===== src/rtl/ddr3_axi_arb_pkg.sv =====
// ddr3_axi_arb_pkg: shared types and constants for the two-master DDR3 AXI4 arbiter.
// Provides the read/write FSM state enums, downstream ID width (ID_W), master ID width (MID_W)
// and the OKAY response code.
package ddr3_axi_arb_pkg;
  localparam int ID_W = 4;
  localparam int MID_W = 3;
  localparam logic [1:0] AXI_RESP_OKAY = 2'b00;
  typedef enum logic {R_IDLE, R_ADDR} rd_state_t;
  typedef enum logic {W_IDLE, W_BUSY} wr_state_t;
endpackage


===== src/rtl/ddr3_axi_arb_if.sv =====
// ddr3_axi_arb_if: AXI4 bundle (AW/W/B/AR/R) used for both upstream masters and the ddr3_top port.
// Parameters: ADDR_W, DATA_W (strobe width DATA_W/8), ID_W (3 on masters, 4 towards ddr3_top).
// Modports: master drives requests and response readies; slave drives request readies and responses.
interface ddr3_axi_arb_if #(
  parameter int ADDR_W = 32,
  parameter int DATA_W = 32,
  parameter int ID_W   = 4
);
  logic [ID_W-1:0]     awid;
  logic [ADDR_W-1:0]   awaddr;
  logic [7:0]          awlen;
  logic [1:0]          awburst;
  logic                awvalid, awready;
  logic [DATA_W-1:0]   wdata;
  logic [DATA_W/8-1:0] wstrb;
  logic                wlast, wvalid, wready;
  logic [ID_W-1:0]     bid;
  logic [1:0]          bresp;
  logic                bvalid, bready;
  logic [ID_W-1:0]     arid;
  logic [ADDR_W-1:0]   araddr;
  logic [7:0]          arlen;
  logic [1:0]          arburst;
  logic                arvalid, arready;
  logic [ID_W-1:0]     rid;
  logic [DATA_W-1:0]   rdata;
  logic [1:0]          rresp;
  logic                rlast, rvalid, rready;
  modport master (
    output awid, awaddr, awlen, awburst, awvalid, wdata, wstrb, wlast, wvalid, bready,
           arid, araddr, arlen, arburst, arvalid, rready,
    input  awready, wready, bid, bresp, bvalid, arready, rid, rdata, rresp, rlast, rvalid
  );
  modport slave (
    input  awid, awaddr, awlen, awburst, awvalid, wdata, wstrb, wlast, wvalid, bready,
           arid, araddr, arlen, arburst, arvalid, rready,
    output awready, wready, bid, bresp, bvalid, arready, rid, rdata, rresp, rlast, rvalid
  );
endinterface


===== src/rtl/ddr3_axi_arb_rr.sv =====
// ddr3_axi_arb_rr: 2-way grant unit shared by the read and write arbitration paths.
// Ports: clk, rst_n (async, active-low), req[1:0] per-master requests, take (grant is being
// registered this cycle), sel (index of the master that wins if take is high).
// Default: round-robin on a last-granted pointer that resets to 1 so master 0 wins the first tie.
// With DDR3_AXI_ARB_PRIO_EN: master 0 has strict priority, but a 4-bit starvation counter forces a
// master-1 grant once STARVE_MAX master-0 grants were made while master 1 was waiting.
module ddr3_axi_arb_rr #(
  parameter int STARVE_MAX = 15
) (
  input  logic       clk,
  input  logic       rst_n,
  input  logic [1:0] req,
  input  logic       take,
  output logic       sel
);
  if (STARVE_MAX < 1 || STARVE_MAX > 15) begin : g_bad_starve
    $error("STARVE_MAX must fit the 4-bit starvation counter");
  end
`ifdef DDR3_AXI_ARB_PRIO_EN
  logic [3:0] cnt_q, cnt_d;
  always_comb begin
    sel = req[1] & (~req[0] | (cnt_q >= 4'(STARVE_MAX)));
    cnt_d = !take ? cnt_q : sel ? 4'd0 : req[1] ? cnt_q + 4'd1 : cnt_q;
  end
  always_ff @(posedge clk or negedge rst_n) begin
    if (!rst_n) cnt_q <= 4'd0;
    else cnt_q <= cnt_d;
  end
`else
  logic ptr_q, ptr_d;
  always_comb begin
    sel = &req ? ~ptr_q : req[1];
    ptr_d = take ? sel : ptr_q;
  end
  always_ff @(posedge clk or negedge rst_n) begin
    if (!rst_n) ptr_q <= 1'b1;
    else ptr_q <= ptr_d;
  end
`endif
endmodule


===== src/rtl/ddr3_axi_arb.sv =====
// ddr3_axi_arb: two-master AXI4 arbiter in front of the single ddr3_top AXI4 slave port.
// Ports: clk, rst_n (async, active-low), m0/m1 (upstream masters, 3-bit IDs, slave modport),
// s (towards ddr3_top, 4-bit IDs, master modport).
// Read and write paths are arbitrated independently; the winning master's index becomes ID bit 3
// downstream so R and B are steered back by that bit without any tracking state.
// Optional macro DDR3_AXI_ARB_PRIO_EN: master-0 priority with starvation limit STARVE_MAX.
module ddr3_axi_arb
  import ddr3_axi_arb_pkg::*;
#(
  parameter int ADDR_W     = 32,
  parameter int DATA_W     = 32,
  parameter int STARVE_MAX = 15
) (
  input logic           clk,
  input logic           rst_n,
  ddr3_axi_arb_if.slave  m0,
  ddr3_axi_arb_if.slave  m1,
  ddr3_axi_arb_if.master s
);
  rd_state_t rd_state_q, rd_state_d;
  wr_state_t wr_state_q, wr_state_d;
  logic rg_q, rg_d, wg_q, wg_d;
  logic aw_done_q, aw_done_d, w_done_q, w_done_d;
  logic rd_sel, wr_sel, rd_take, wr_take, rd_act, wr_act, aw_fin, w_fin;
  logic [ADDR_W-1:0] ar_addr, aw_addr;
  logic [DATA_W-1:0] w_data;

  ddr3_axi_arb_rr #(.STARVE_MAX(STARVE_MAX)) u_rd_rr (
    .clk  (clk),
    .rst_n(rst_n),
    .req  ({m1.arvalid, m0.arvalid}),
    .take (rd_take),
    .sel  (rd_sel)
  );

  ddr3_axi_arb_rr #(.STARVE_MAX(STARVE_MAX)) u_wr_rr (
    .clk  (clk),
    .rst_n(rst_n),
    .req  ({m1.awvalid, m0.awvalid}),
    .take (wr_take),
    .sel  (wr_sel)
  );

  // Read address path: the grant is registered in R_IDLE, so it is frozen while s.arvalid is high.
  always_comb begin
    rd_act = rd_state_q == R_ADDR;
    rd_take = rd_state_q == R_IDLE && (m0.arvalid || m1.arvalid);
    ar_addr = rg_q ? m1.araddr : m0.araddr;
    s.arvalid = rd_act & (rg_q ? m1.arvalid : m0.arvalid);
    s.arid = {rg_q, rg_q ? m1.arid : m0.arid};
    s.araddr = ar_addr;
    s.arlen = rg_q ? m1.arlen : m0.arlen;
    s.arburst = rg_q ? m1.arburst : m0.arburst;
    m0.arready = rd_act & ~rg_q & s.arready;
    m1.arready = rd_act & rg_q & s.arready;
    rd_state_d = rd_take ? R_ADDR : (s.arvalid && s.arready) ? R_IDLE : rd_state_q;
    rg_d = rd_take ? rd_sel : rg_q;
  end

  // Write path: AW and W of the granted master are forwarded independently; each side is closed by
  // a sticky done flag and the grant is released once both sides have completed.
  always_comb begin
    wr_act = wr_state_q == W_BUSY;
    wr_take = wr_state_q == W_IDLE && (m0.awvalid || m1.awvalid);
    aw_addr = wg_q ? m1.awaddr : m0.awaddr;
    w_data = wg_q ? m1.wdata : m0.wdata;
    s.awvalid = wr_act & ~aw_done_q & (wg_q ? m1.awvalid : m0.awvalid);
    s.awid = {wg_q, wg_q ? m1.awid : m0.awid};
    s.awaddr = aw_addr;
    s.awlen = wg_q ? m1.awlen : m0.awlen;
    s.awburst = wg_q ? m1.awburst : m0.awburst;
    s.wvalid = wr_act & ~w_done_q & (wg_q ? m1.wvalid : m0.wvalid);
    s.wdata = w_data;
    s.wstrb = wg_q ? m1.wstrb : m0.wstrb;
    s.wlast = wg_q ? m1.wlast : m0.wlast;
    m0.awready = wr_act & ~wg_q & ~aw_done_q & s.awready;
    m1.awready = wr_act & wg_q & ~aw_done_q & s.awready;
    m0.wready = wr_act & ~wg_q & ~w_done_q & s.wready;
    m1.wready = wr_act & wg_q & ~w_done_q & s.wready;
    aw_fin = aw_done_q | (s.awvalid & s.awready);
    w_fin = w_done_q | (s.wvalid & s.wready & s.wlast);
    aw_done_d = wr_act & aw_fin & ~w_fin;
    w_done_d = wr_act & w_fin & ~aw_fin;
    wr_state_d = wr_take ? W_BUSY : (wr_act && aw_fin && w_fin) ? W_IDLE : wr_state_q;
    wg_d = wr_take ? wr_sel : wg_q;
  end

  // Responses are steered by downstream ID bit 3; rst_n gating keeps valid/ready low during reset
  // even if ddr3_top is still presenting a response.
  always_comb begin
    s.rready = rst_n & (s.rid[ID_W-1] ? m1.rready : m0.rready);
    m0.rvalid = rst_n & s.rvalid & ~s.rid[ID_W-1];
    m1.rvalid = rst_n & s.rvalid & s.rid[ID_W-1];
    m0.rid = s.rid[MID_W-1:0];
    m1.rid = s.rid[MID_W-1:0];
    m0.rdata = s.rdata;
    m1.rdata = s.rdata;
    m0.rresp = s.rresp;
    m1.rresp = s.rresp;
    m0.rlast = s.rlast;
    m1.rlast = s.rlast;
    s.bready = rst_n & (s.bid[ID_W-1] ? m1.bready : m0.bready);
    m0.bvalid = rst_n & s.bvalid & ~s.bid[ID_W-1];
    m1.bvalid = rst_n & s.bvalid & s.bid[ID_W-1];
    m0.bid = s.bid[MID_W-1:0];
    m1.bid = s.bid[MID_W-1:0];
    m0.bresp = s.bresp;
    m1.bresp = s.bresp;
  end

  always_ff @(posedge clk or negedge rst_n) begin
    if (!rst_n) begin
      rd_state_q <= R_IDLE;
      wr_state_q <= W_IDLE;
      rg_q <= 1'b0;
      wg_q <= 1'b0;
      aw_done_q <= 1'b0;
      w_done_q <= 1'b0;
    end else begin
      rd_state_q <= rd_state_d;
      wr_state_q <= wr_state_d;
      rg_q <= rg_d;
      wg_q <= wg_d;
      aw_done_q <= aw_done_d;
      w_done_q <= w_done_d;
    end
  end
endmodule


===== src/flat_wrapper.sv =====
// flat-port wrapper written by rule: the top's interface ports become plain ports
module ddr3_axi_arb_flat import ddr3_axi_arb_pkg::*;
#(
  parameter int ADDR_W     = 32,
  parameter int DATA_W     = 32,
  parameter int STARVE_MAX = 15
)
  (clk, rst_n, m0_awid, m0_awaddr, m0_awlen, m0_awburst, m0_awvalid, m0_wdata, m0_wstrb, m0_wlast, m0_wvalid, m0_bready, m0_arid, m0_araddr, m0_arlen, m0_arburst, m0_arvalid, m0_rready, m0_awready, m0_wready, m0_bid, m0_bresp, m0_bvalid, m0_arready, m0_rid, m0_rdata, m0_rresp, m0_rlast, m0_rvalid, m1_awid, m1_awaddr, m1_awlen, m1_awburst, m1_awvalid, m1_wdata, m1_wstrb, m1_wlast, m1_wvalid, m1_bready, m1_arid, m1_araddr, m1_arlen, m1_arburst, m1_arvalid, m1_rready, m1_awready, m1_wready, m1_bid, m1_bresp, m1_bvalid, m1_arready, m1_rid, m1_rdata, m1_rresp, m1_rlast, m1_rvalid, s_awid, s_awaddr, s_awlen, s_awburst, s_awvalid, s_wdata, s_wstrb, s_wlast, s_wvalid, s_bready, s_arid, s_araddr, s_arlen, s_arburst, s_arvalid, s_rready, s_awready, s_wready, s_bid, s_bresp, s_bvalid, s_arready, s_rid, s_rdata, s_rresp, s_rlast, s_rvalid);
  ddr3_axi_arb_if #(.ID_W(3), .ADDR_W(ADDR_W), .DATA_W(DATA_W)) m0_i ();
  ddr3_axi_arb_if #(.ID_W(3), .ADDR_W(ADDR_W), .DATA_W(DATA_W)) m1_i ();
  ddr3_axi_arb_if #(.ID_W(4), .ADDR_W(ADDR_W), .DATA_W(DATA_W)) s_i ();
  input logic clk;
  input logic rst_n;
  input wire logic [$bits(m0_i.awid)-1:0] m0_awid;
  input wire logic [$bits(m0_i.awaddr)-1:0] m0_awaddr;
  input wire logic [$bits(m0_i.awlen)-1:0] m0_awlen;
  input wire logic [$bits(m0_i.awburst)-1:0] m0_awburst;
  input wire logic [$bits(m0_i.awvalid)-1:0] m0_awvalid;
  input wire logic [$bits(m0_i.wdata)-1:0] m0_wdata;
  input wire logic [$bits(m0_i.wstrb)-1:0] m0_wstrb;
  input wire logic [$bits(m0_i.wlast)-1:0] m0_wlast;
  input wire logic [$bits(m0_i.wvalid)-1:0] m0_wvalid;
  input wire logic [$bits(m0_i.bready)-1:0] m0_bready;
  input wire logic [$bits(m0_i.arid)-1:0] m0_arid;
  input wire logic [$bits(m0_i.araddr)-1:0] m0_araddr;
  input wire logic [$bits(m0_i.arlen)-1:0] m0_arlen;
  input wire logic [$bits(m0_i.arburst)-1:0] m0_arburst;
  input wire logic [$bits(m0_i.arvalid)-1:0] m0_arvalid;
  input wire logic [$bits(m0_i.rready)-1:0] m0_rready;
  output wire logic [$bits(m0_i.awready)-1:0] m0_awready;
  output wire logic [$bits(m0_i.wready)-1:0] m0_wready;
  output wire logic [$bits(m0_i.bid)-1:0] m0_bid;
  output wire logic [$bits(m0_i.bresp)-1:0] m0_bresp;
  output wire logic [$bits(m0_i.bvalid)-1:0] m0_bvalid;
  output wire logic [$bits(m0_i.arready)-1:0] m0_arready;
  output wire logic [$bits(m0_i.rid)-1:0] m0_rid;
  output wire logic [$bits(m0_i.rdata)-1:0] m0_rdata;
  output wire logic [$bits(m0_i.rresp)-1:0] m0_rresp;
  output wire logic [$bits(m0_i.rlast)-1:0] m0_rlast;
  output wire logic [$bits(m0_i.rvalid)-1:0] m0_rvalid;
  input wire logic [$bits(m1_i.awid)-1:0] m1_awid;
  input wire logic [$bits(m1_i.awaddr)-1:0] m1_awaddr;
  input wire logic [$bits(m1_i.awlen)-1:0] m1_awlen;
  input wire logic [$bits(m1_i.awburst)-1:0] m1_awburst;
  input wire logic [$bits(m1_i.awvalid)-1:0] m1_awvalid;
  input wire logic [$bits(m1_i.wdata)-1:0] m1_wdata;
  input wire logic [$bits(m1_i.wstrb)-1:0] m1_wstrb;
  input wire logic [$bits(m1_i.wlast)-1:0] m1_wlast;
  input wire logic [$bits(m1_i.wvalid)-1:0] m1_wvalid;
  input wire logic [$bits(m1_i.bready)-1:0] m1_bready;
  input wire logic [$bits(m1_i.arid)-1:0] m1_arid;
  input wire logic [$bits(m1_i.araddr)-1:0] m1_araddr;
  input wire logic [$bits(m1_i.arlen)-1:0] m1_arlen;
  input wire logic [$bits(m1_i.arburst)-1:0] m1_arburst;
  input wire logic [$bits(m1_i.arvalid)-1:0] m1_arvalid;
  input wire logic [$bits(m1_i.rready)-1:0] m1_rready;
  output wire logic [$bits(m1_i.awready)-1:0] m1_awready;
  output wire logic [$bits(m1_i.wready)-1:0] m1_wready;
  output wire logic [$bits(m1_i.bid)-1:0] m1_bid;
  output wire logic [$bits(m1_i.bresp)-1:0] m1_bresp;
  output wire logic [$bits(m1_i.bvalid)-1:0] m1_bvalid;
  output wire logic [$bits(m1_i.arready)-1:0] m1_arready;
  output wire logic [$bits(m1_i.rid)-1:0] m1_rid;
  output wire logic [$bits(m1_i.rdata)-1:0] m1_rdata;
  output wire logic [$bits(m1_i.rresp)-1:0] m1_rresp;
  output wire logic [$bits(m1_i.rlast)-1:0] m1_rlast;
  output wire logic [$bits(m1_i.rvalid)-1:0] m1_rvalid;
  output wire logic [$bits(s_i.awid)-1:0] s_awid;
  output wire logic [$bits(s_i.awaddr)-1:0] s_awaddr;
  output wire logic [$bits(s_i.awlen)-1:0] s_awlen;
  output wire logic [$bits(s_i.awburst)-1:0] s_awburst;
  output wire logic [$bits(s_i.awvalid)-1:0] s_awvalid;
  output wire logic [$bits(s_i.wdata)-1:0] s_wdata;
  output wire logic [$bits(s_i.wstrb)-1:0] s_wstrb;
  output wire logic [$bits(s_i.wlast)-1:0] s_wlast;
  output wire logic [$bits(s_i.wvalid)-1:0] s_wvalid;
  output wire logic [$bits(s_i.bready)-1:0] s_bready;
  output wire logic [$bits(s_i.arid)-1:0] s_arid;
  output wire logic [$bits(s_i.araddr)-1:0] s_araddr;
  output wire logic [$bits(s_i.arlen)-1:0] s_arlen;
  output wire logic [$bits(s_i.arburst)-1:0] s_arburst;
  output wire logic [$bits(s_i.arvalid)-1:0] s_arvalid;
  output wire logic [$bits(s_i.rready)-1:0] s_rready;
  input wire logic [$bits(s_i.awready)-1:0] s_awready;
  input wire logic [$bits(s_i.wready)-1:0] s_wready;
  input wire logic [$bits(s_i.bid)-1:0] s_bid;
  input wire logic [$bits(s_i.bresp)-1:0] s_bresp;
  input wire logic [$bits(s_i.bvalid)-1:0] s_bvalid;
  input wire logic [$bits(s_i.arready)-1:0] s_arready;
  input wire logic [$bits(s_i.rid)-1:0] s_rid;
  input wire logic [$bits(s_i.rdata)-1:0] s_rdata;
  input wire logic [$bits(s_i.rresp)-1:0] s_rresp;
  input wire logic [$bits(s_i.rlast)-1:0] s_rlast;
  input wire logic [$bits(s_i.rvalid)-1:0] s_rvalid;
  assign m0_i.awid = m0_awid;
  assign m0_i.awaddr = m0_awaddr;
  assign m0_i.awlen = m0_awlen;
  assign m0_i.awburst = m0_awburst;
  assign m0_i.awvalid = m0_awvalid;
  assign m0_i.wdata = m0_wdata;
  assign m0_i.wstrb = m0_wstrb;
  assign m0_i.wlast = m0_wlast;
  assign m0_i.wvalid = m0_wvalid;
  assign m0_i.bready = m0_bready;
  assign m0_i.arid = m0_arid;
  assign m0_i.araddr = m0_araddr;
  assign m0_i.arlen = m0_arlen;
  assign m0_i.arburst = m0_arburst;
  assign m0_i.arvalid = m0_arvalid;
  assign m0_i.rready = m0_rready;
  assign m0_awready = m0_i.awready;
  assign m0_wready = m0_i.wready;
  assign m0_bid = m0_i.bid;
  assign m0_bresp = m0_i.bresp;
  assign m0_bvalid = m0_i.bvalid;
  assign m0_arready = m0_i.arready;
  assign m0_rid = m0_i.rid;
  assign m0_rdata = m0_i.rdata;
  assign m0_rresp = m0_i.rresp;
  assign m0_rlast = m0_i.rlast;
  assign m0_rvalid = m0_i.rvalid;
  assign m1_i.awid = m1_awid;
  assign m1_i.awaddr = m1_awaddr;
  assign m1_i.awlen = m1_awlen;
  assign m1_i.awburst = m1_awburst;
  assign m1_i.awvalid = m1_awvalid;
  assign m1_i.wdata = m1_wdata;
  assign m1_i.wstrb = m1_wstrb;
  assign m1_i.wlast = m1_wlast;
  assign m1_i.wvalid = m1_wvalid;
  assign m1_i.bready = m1_bready;
  assign m1_i.arid = m1_arid;
  assign m1_i.araddr = m1_araddr;
  assign m1_i.arlen = m1_arlen;
  assign m1_i.arburst = m1_arburst;
  assign m1_i.arvalid = m1_arvalid;
  assign m1_i.rready = m1_rready;
  assign m1_awready = m1_i.awready;
  assign m1_wready = m1_i.wready;
  assign m1_bid = m1_i.bid;
  assign m1_bresp = m1_i.bresp;
  assign m1_bvalid = m1_i.bvalid;
  assign m1_arready = m1_i.arready;
  assign m1_rid = m1_i.rid;
  assign m1_rdata = m1_i.rdata;
  assign m1_rresp = m1_i.rresp;
  assign m1_rlast = m1_i.rlast;
  assign m1_rvalid = m1_i.rvalid;
  assign s_awid = s_i.awid;
  assign s_awaddr = s_i.awaddr;
  assign s_awlen = s_i.awlen;
  assign s_awburst = s_i.awburst;
  assign s_awvalid = s_i.awvalid;
  assign s_wdata = s_i.wdata;
  assign s_wstrb = s_i.wstrb;
  assign s_wlast = s_i.wlast;
  assign s_wvalid = s_i.wvalid;
  assign s_bready = s_i.bready;
  assign s_arid = s_i.arid;
  assign s_araddr = s_i.araddr;
  assign s_arlen = s_i.arlen;
  assign s_arburst = s_i.arburst;
  assign s_arvalid = s_i.arvalid;
  assign s_rready = s_i.rready;
  assign s_i.awready = s_awready;
  assign s_i.wready = s_wready;
  assign s_i.bid = s_bid;
  assign s_i.bresp = s_bresp;
  assign s_i.bvalid = s_bvalid;
  assign s_i.arready = s_arready;
  assign s_i.rid = s_rid;
  assign s_i.rdata = s_rdata;
  assign s_i.rresp = s_rresp;
  assign s_i.rlast = s_rlast;
  assign s_i.rvalid = s_rvalid;
  ddr3_axi_arb #(.ADDR_W(ADDR_W), .DATA_W(DATA_W), .STARVE_MAX(STARVE_MAX)) u_core (.clk(clk), .rst_n(rst_n), .m0(m0_i), .m1(m1_i), .s(s_i));
endmodule

===== config.mk =====
export PLATFORM = sky130hd
export DESIGN_NAME = ddr3_axi_arb_flat
export DESIGN_NICKNAME = d
export VERILOG_FILES = /design/src/rtl/ddr3_axi_arb_pkg.sv /design/src/rtl/ddr3_axi_arb_if.sv /design/src/rtl/ddr3_axi_arb_rr.sv /design/src/rtl/ddr3_axi_arb.sv /design/src/flat_wrapper.sv
export SDC_FILE = /design/constraint.sdc
export NUM_CORES = 1
export LEC_CHECK = 0
export CORE_AREA = 2 2 214 216
export CTS_CLUSTER_DIAMETER = 40
export DETAILED_ROUTE_END_ITERATION = 10
export DIE_AREA = 0 0 216 218
export GPL_TIMING_DRIVEN = 0
export SLEW_MARGIN = 10
export SYNTH_ARGS = -nofsm -noshare
export SYNTH_HDL_FRONTEND = slang
export SYNTH_SLANG_ARGS = --single-unit

===== constraint.sdc =====
create_clock -name clk -period 3.4 [get_ports clk]
set_input_delay 0.68 -clock clk [delete_from_list [all_inputs] [get_ports clk]]
set_output_delay 0.68 -clock clk [all_outputs]
set_load 0.02 [all_outputs]

After elaboration in Yosys (flattened, before gate mapping)
Cells that the tools add are included.
Widths: inputs -> output; s select.
{"block": "word_totals", "in_bits": 316, "output_inout_bits": 230, "elab_cells": 89, "regBits": 8}
{"block": "op_classes", "bitwise_logic": 48, "mux": 22, "n_reduce_logical": 11}
{"operator": "$mux 32", "n": 3}
{"operator": "$and 1x1->1", "n": 34}
{"operator": "$mux 8", "n": 2}
{"operator": "$mux 1", "n": 12}
{"operator": "$not 1->1", "n": 12}
{"operator": "$mux 3", "n": 2}
{"operator": "$logic_and 1x1->1", "n": 5}
{"operator": "$mux 2", "n": 2}
{"operator": "$mux 4", "n": 1}
{"operator": "$reduce_and 2->1", "n": 2}
{"operator": "$reduce_bool 2->1", "n": 2}
{"operator": "$logic_or 1x1->1", "n": 2}
{"operator": "$or 1x1->1", "n": 2}

Longest topological paths before layout
Gate-level depths: netlist (run 1).
{"block": "depth", "word_depth": 9, "mapped_depth": 4, "depth_no_buf": 3}

Cells and area by module
Synthesis (run 1) repeated with hierarchy kept, for this count alone.
{"block": "unflattened", "hier_cells": 287, "hier_area_um2": 2715.1}
{"module": "ddr3_axi_arb", "cells_each": 281, "area_per_inst_um2": 2610.0, "instances": 1, "seq_area_each_um2": 150.1}
{"module": "ddr3_axi_arb_rr", "cells_each": 3, "area_per_inst_um2": 52.6, "instances": 2, "seq_area_each_um2": 26.3}

Worst setup path after synthesis (run 1)
OpenSTA, ideal clock, no wires.
{"block": "synth_path", "path_kind": "flip-flop to output port", "from": "register u_core.wg_q", "to": "output m0_wready", "n_path_buf": 3, "t_arrival_ns": 1.359, "required_time_ns": 2.720, "stages_incl_launch_ff": 5, "path_slack_ns": 1.361, "cell_sequence": "dfrtp_1 > buf_4 > buf_4 > buf_2 > nor3_1"}
{"block": "synth_between", "elab_chain_cells": 4}
{"item": "start: declaration", "line_no": "ddr3_axi_arb.sv:22", "source": "logic rg_q, rg_d, wg_q, wg_d;"}
{"item": "start signal: assignment", "line_no": "ddr3_axi_arb.sv:123", "source": "wg_q <= wg_d;"}
{"item": "$not 1->1", "line_no": "ddr3_axi_arb.sv:78", "source": "m0.wready = wr_act & ~wg_q & ~w_done_q & s.wready;"}
{"item": "$and 1x1->1 (3 in a row)", "line_no": "ddr3_axi_arb.sv:78"}
{"item": "end: declaration", "line_no": "flat_wrapper.sv:31", "source": "output wire logic [$bits(m0_i.wready)-1:0] m0_wready;"}
No other way between the ends.

Final worst setup path (run 1)
{"block": "layout_path", "from": "input rst_n", "to": "output s_rready"}
{"block": "layout_between", "elab_chain_cells": 1}
{"item": "start: declaration", "line_no": "flat_wrapper.sv:13", "source": "input logic rst_n;"}
{"item": "$and 1x1->1", "line_no": "ddr3_axi_arb.sv:91", "source": "s.rready = rst_n & (s.rid[ID_W-1] ? m1.rready : m0.rready);"}
{"item": "end: declaration", "line_no": "flat_wrapper.sv:83", "source": "output wire logic [$bits(s_i.rready)-1:0] s_rready;"}
No other way between the ends.

==> results.cfg, run 1 <==
[timing]
worst_pin_slew_ps = 621
hold_viol_final = 0
fin_crit_ps = 3190
drv_slew = 0
timing.slew.headroom = 0.584
fin_skew_ps = 0.654
fmax_mhz = 314
rsz0062_at_grt = no
period_share = 0.938
setup_viol_count_final = 0
finalSetupTns_ps = 0

[drt]
drtIter0Drc = 112
met2RoutedLength_um = 9450
vias = 3962
drc_errors = 0
wl_met3_um = 1300
routed.top_layer = met4
wl_um = 19200
postRouteAntennaNets = 0
wire_per_inst_um = 13.7
avgViaCountPerCell = 2.84
wl_met1_um = 8320
first_pass_iters = 4

[synth]
syn_inst = 289
yosysMostFrequentCell = mux2_2
ys.flop_type = dfrtp_1
syn-cell-area_um2 = 2690
ys_seq_area_frac = 0.0752
netlist.area_leader.share = 0.527
synthDistinctLibCells = 22
ys_ff_latch = 8
synth.largest_area_cell = mux2_2
syn-num-nets = 605
synth_area_per_cell_um2 = 9.32
yosysWarningCount = 0
synthTopCellsByArea = mux2_2 53%, buf_4 26%, dfrtp_1 5.6%, mux2i_1 2.2%, dfstp_2 2.0%
synth_edf_count = 0
ys_top_cells_by_count = 126 x mux2_2, 93 x buf_4, 10 x buf_2
async_flop_share = 1.00

[status]
status = finished clean

[grt]
grt_util_all_layers = 0.0720
gr-total-overflow = 0
antenna_found_initial = 0
grt_pass1_vias = 3969
grt_pass1_wl_um = 25700
grt_max_degree = 15

[cells_and_area]
area_growth_syn_to_layout_pct = 217
fin_util = 0.190
drive_above_1_share = 0.297
nNetsFinal = 1112
fillCellCount = 4951
diodes = 0

[clocking]
cts_num_sinks = 8
cts-root-buf = clkbuf_16
cts_tree = built
clk-insertion-delay-late_ps = 230
cts_resized = 0
cts.clk_slew.worst_paths_ps = 40
cts_buffers = 3
cts_max_level = 1
post-cts-setup-buffers = 0
hold_buffers = 0
cts_buffer_depth = 2

[critical_path]
worstPathRequired_ps = 2720
worst-path-max-fanout = 14
reg2regPathDepth = 4
r2r_setup_slack_ps = 1860
cp-end-kind = output pin
critPathKind = in2out
r2r_start = u_core.wg_q$_DFFE_PN0P_
r2r-end = u_core.w_done_q$_DFF_PN0_
arrival_ps = 2510
critPathLaunchType = input port

[place]
io_buffer_count = 502
gp_congestion = 0.841
hpwl_um = 17500

[hold_path]
min_to = u_core.u_wr_rr.ptr_q$_DFFE_PN1P_
holdCritStartpoint = u_core.u_wr_rr.ptr_q$_DFFE_PN1P_
hp-class = reg2reg
holdPathStages = 2

[power_and_ir_drop]
p_leak_nw = 3.23
peakVddDrop_uv = 231
p_per_area_nw_per_um2 = 485

[floorplanning]
fp.dieW_um = 216
core_area_um2 = 44900
die_y_um = 218
ios = 546
start_util = 0.0600
core.rowCount = 78
die_area_um2 = 47100

[run]
drv_cap = 0
## cell usage in the layout (no fill, tap or decap), drive strengths merged, types with 2 or more instances in the layout
cell / instances
a21o: 2
a21oi: 2
and3: 5
buf: 103
clkbuf: 3
clkdlybuf4s50: 502
dfrtp: 6
dfstp: 2
inv: 3
mux2: 126
mux2i: 6
nand2: 6
nand2b: 6
nor2: 7
nor2b: 6
o21ai: 2
## final cells by class
| cell class | count | area (um2) | share of cell area |
|---|---|---|---|
| Buffer | 103 | 748 | 0.0876 |
| Clock buffer | 3 | 75.1 | 0.00879 |
| Inverter | 3 | 11.3 | 0.00132 |
| Multi-Input combinational cell | 175 | 1730 | 0.203 |
| Sequential cell | 8 | 203 | 0.0237 |
| Tap cell | 600 | 751 | 0.0879 |
| Timing Repair Buffer | 502 | 5020 | 0.588 |
## per-layer routing
layer | GRT usage | vias up
met3 | 0.0131 | 10
li1 | - | 1934
met4 | 0.00594 | 0
met5 | 0 | -
met2 | 0.118 | 161
met1 | 0.101 | 1857
## state kept, by name, indices dropped and copies added, names as in the netlist
register,flops
u_core.rg_q,1
u_core.w_done_q,1
u_core.aw_done_q,1
u_core.u_wr_rr.ptr_q,1
u_core.wr_act,1
u_core.u_rd_rr.ptr_q,1
u_core.wg_q,1
u_core.rd_act,1
## how the worst max path moves through the flow
| stage | endpoint | from | slack, ps |
|---|---|---|---|
| final | s_rready | rst_n | 210 |
| after floorplan | m0_wready | u_core.wg_q$_DFFE_PN0P_ | 1360 |
| after global routing | s_rready | rst_n | 70 |
| after CTS | s_rready | rst_n | 150 |
| after global placement | s_rready | rst_n | 150 |
| after detailed placement | s_rready | rst_n | 150 |
## critical path: stages
cell             delay [ps]
clkdlybuf4s50_1         860
nor2b_1                 290
clkdlybuf4s50_1         670
## logic make-up (layout without fill, tap and decap cells)
kind of cell | Yosys count | after routing | synth area share
AND/OR/NAND/NOR | 32 | 32 | 0.0641
flip-flops | 8 | 8 | 0.0752
buffers and inverters | 106 | 611 | 0.282
multiplexers | 132 | 132 | 0.549
AO/OA/AOI/OAI | 11 | 11 | 0.0297
## report_power, final
group | switching [W] | internal, W | total, W
Clock | 0.0000504 | 0.000152 | 0.000203
Sequential | 0.0000552 | 0.000146 | 0.000201
Combinational | 0.00173 | 0.00201 | 0.00374
Total | 0.00183 | 0.00231 | 0.00415
## per-stage QoR
step	setup slack, ps	total power, W	cells	area (um2)	hold WS [ps]
2_1_floorplan	1360	0.00217	289	2690	384
3_3_place_gp	154	0.00398	1391	8470	492
3_5_place_dp	148	0.00398	1391	8470	490
4_1_cts	150	0.00422	1394	8540	492
6_report	211	0.00415	1394	8540	488
5_1_grt	68.6	0.00437	1394	8540	511
No activity file was read; power rests on OpenSTA's default activity.
==> run 2: changes to the inputs <==
--- a/config.mk
+++ b/config.mk
@@ -10,7 +10,7 @@
 export DETAILED_ROUTE_END_ITERATION = 10
 export DIE_AREA = 0 0 216 218
 export GPL_TIMING_DRIVEN = 0
-export SLEW_MARGIN = 10
+export SLEW_MARGIN = 20
 export SYNTH_ARGS = -nofsm -noshare
 export SYNTH_HDL_FRONTEND = slang
 export SYNTH_SLANG_ARGS = --single-unit
==> results of run 2 <==
Same layout as run 1: the final DEF is identical, and so are final timing and power.
==> run 3: changes to the inputs <==
--- a/config.mk
+++ b/config.mk
@@ -5,6 +5,7 @@
 export SDC_FILE = /design/constraint.sdc
 export NUM_CORES = 1
 export LEC_CHECK = 0
+export CAP_MARGIN = 10
 export CORE_AREA = 2 2 214 216
 export CTS_CLUSTER_DIAMETER = 40
 export DETAILED_ROUTE_END_ITERATION = 10
==> results of run 3 <==
Same layout as run 1: the final DEF is identical, and so are final timing and power.
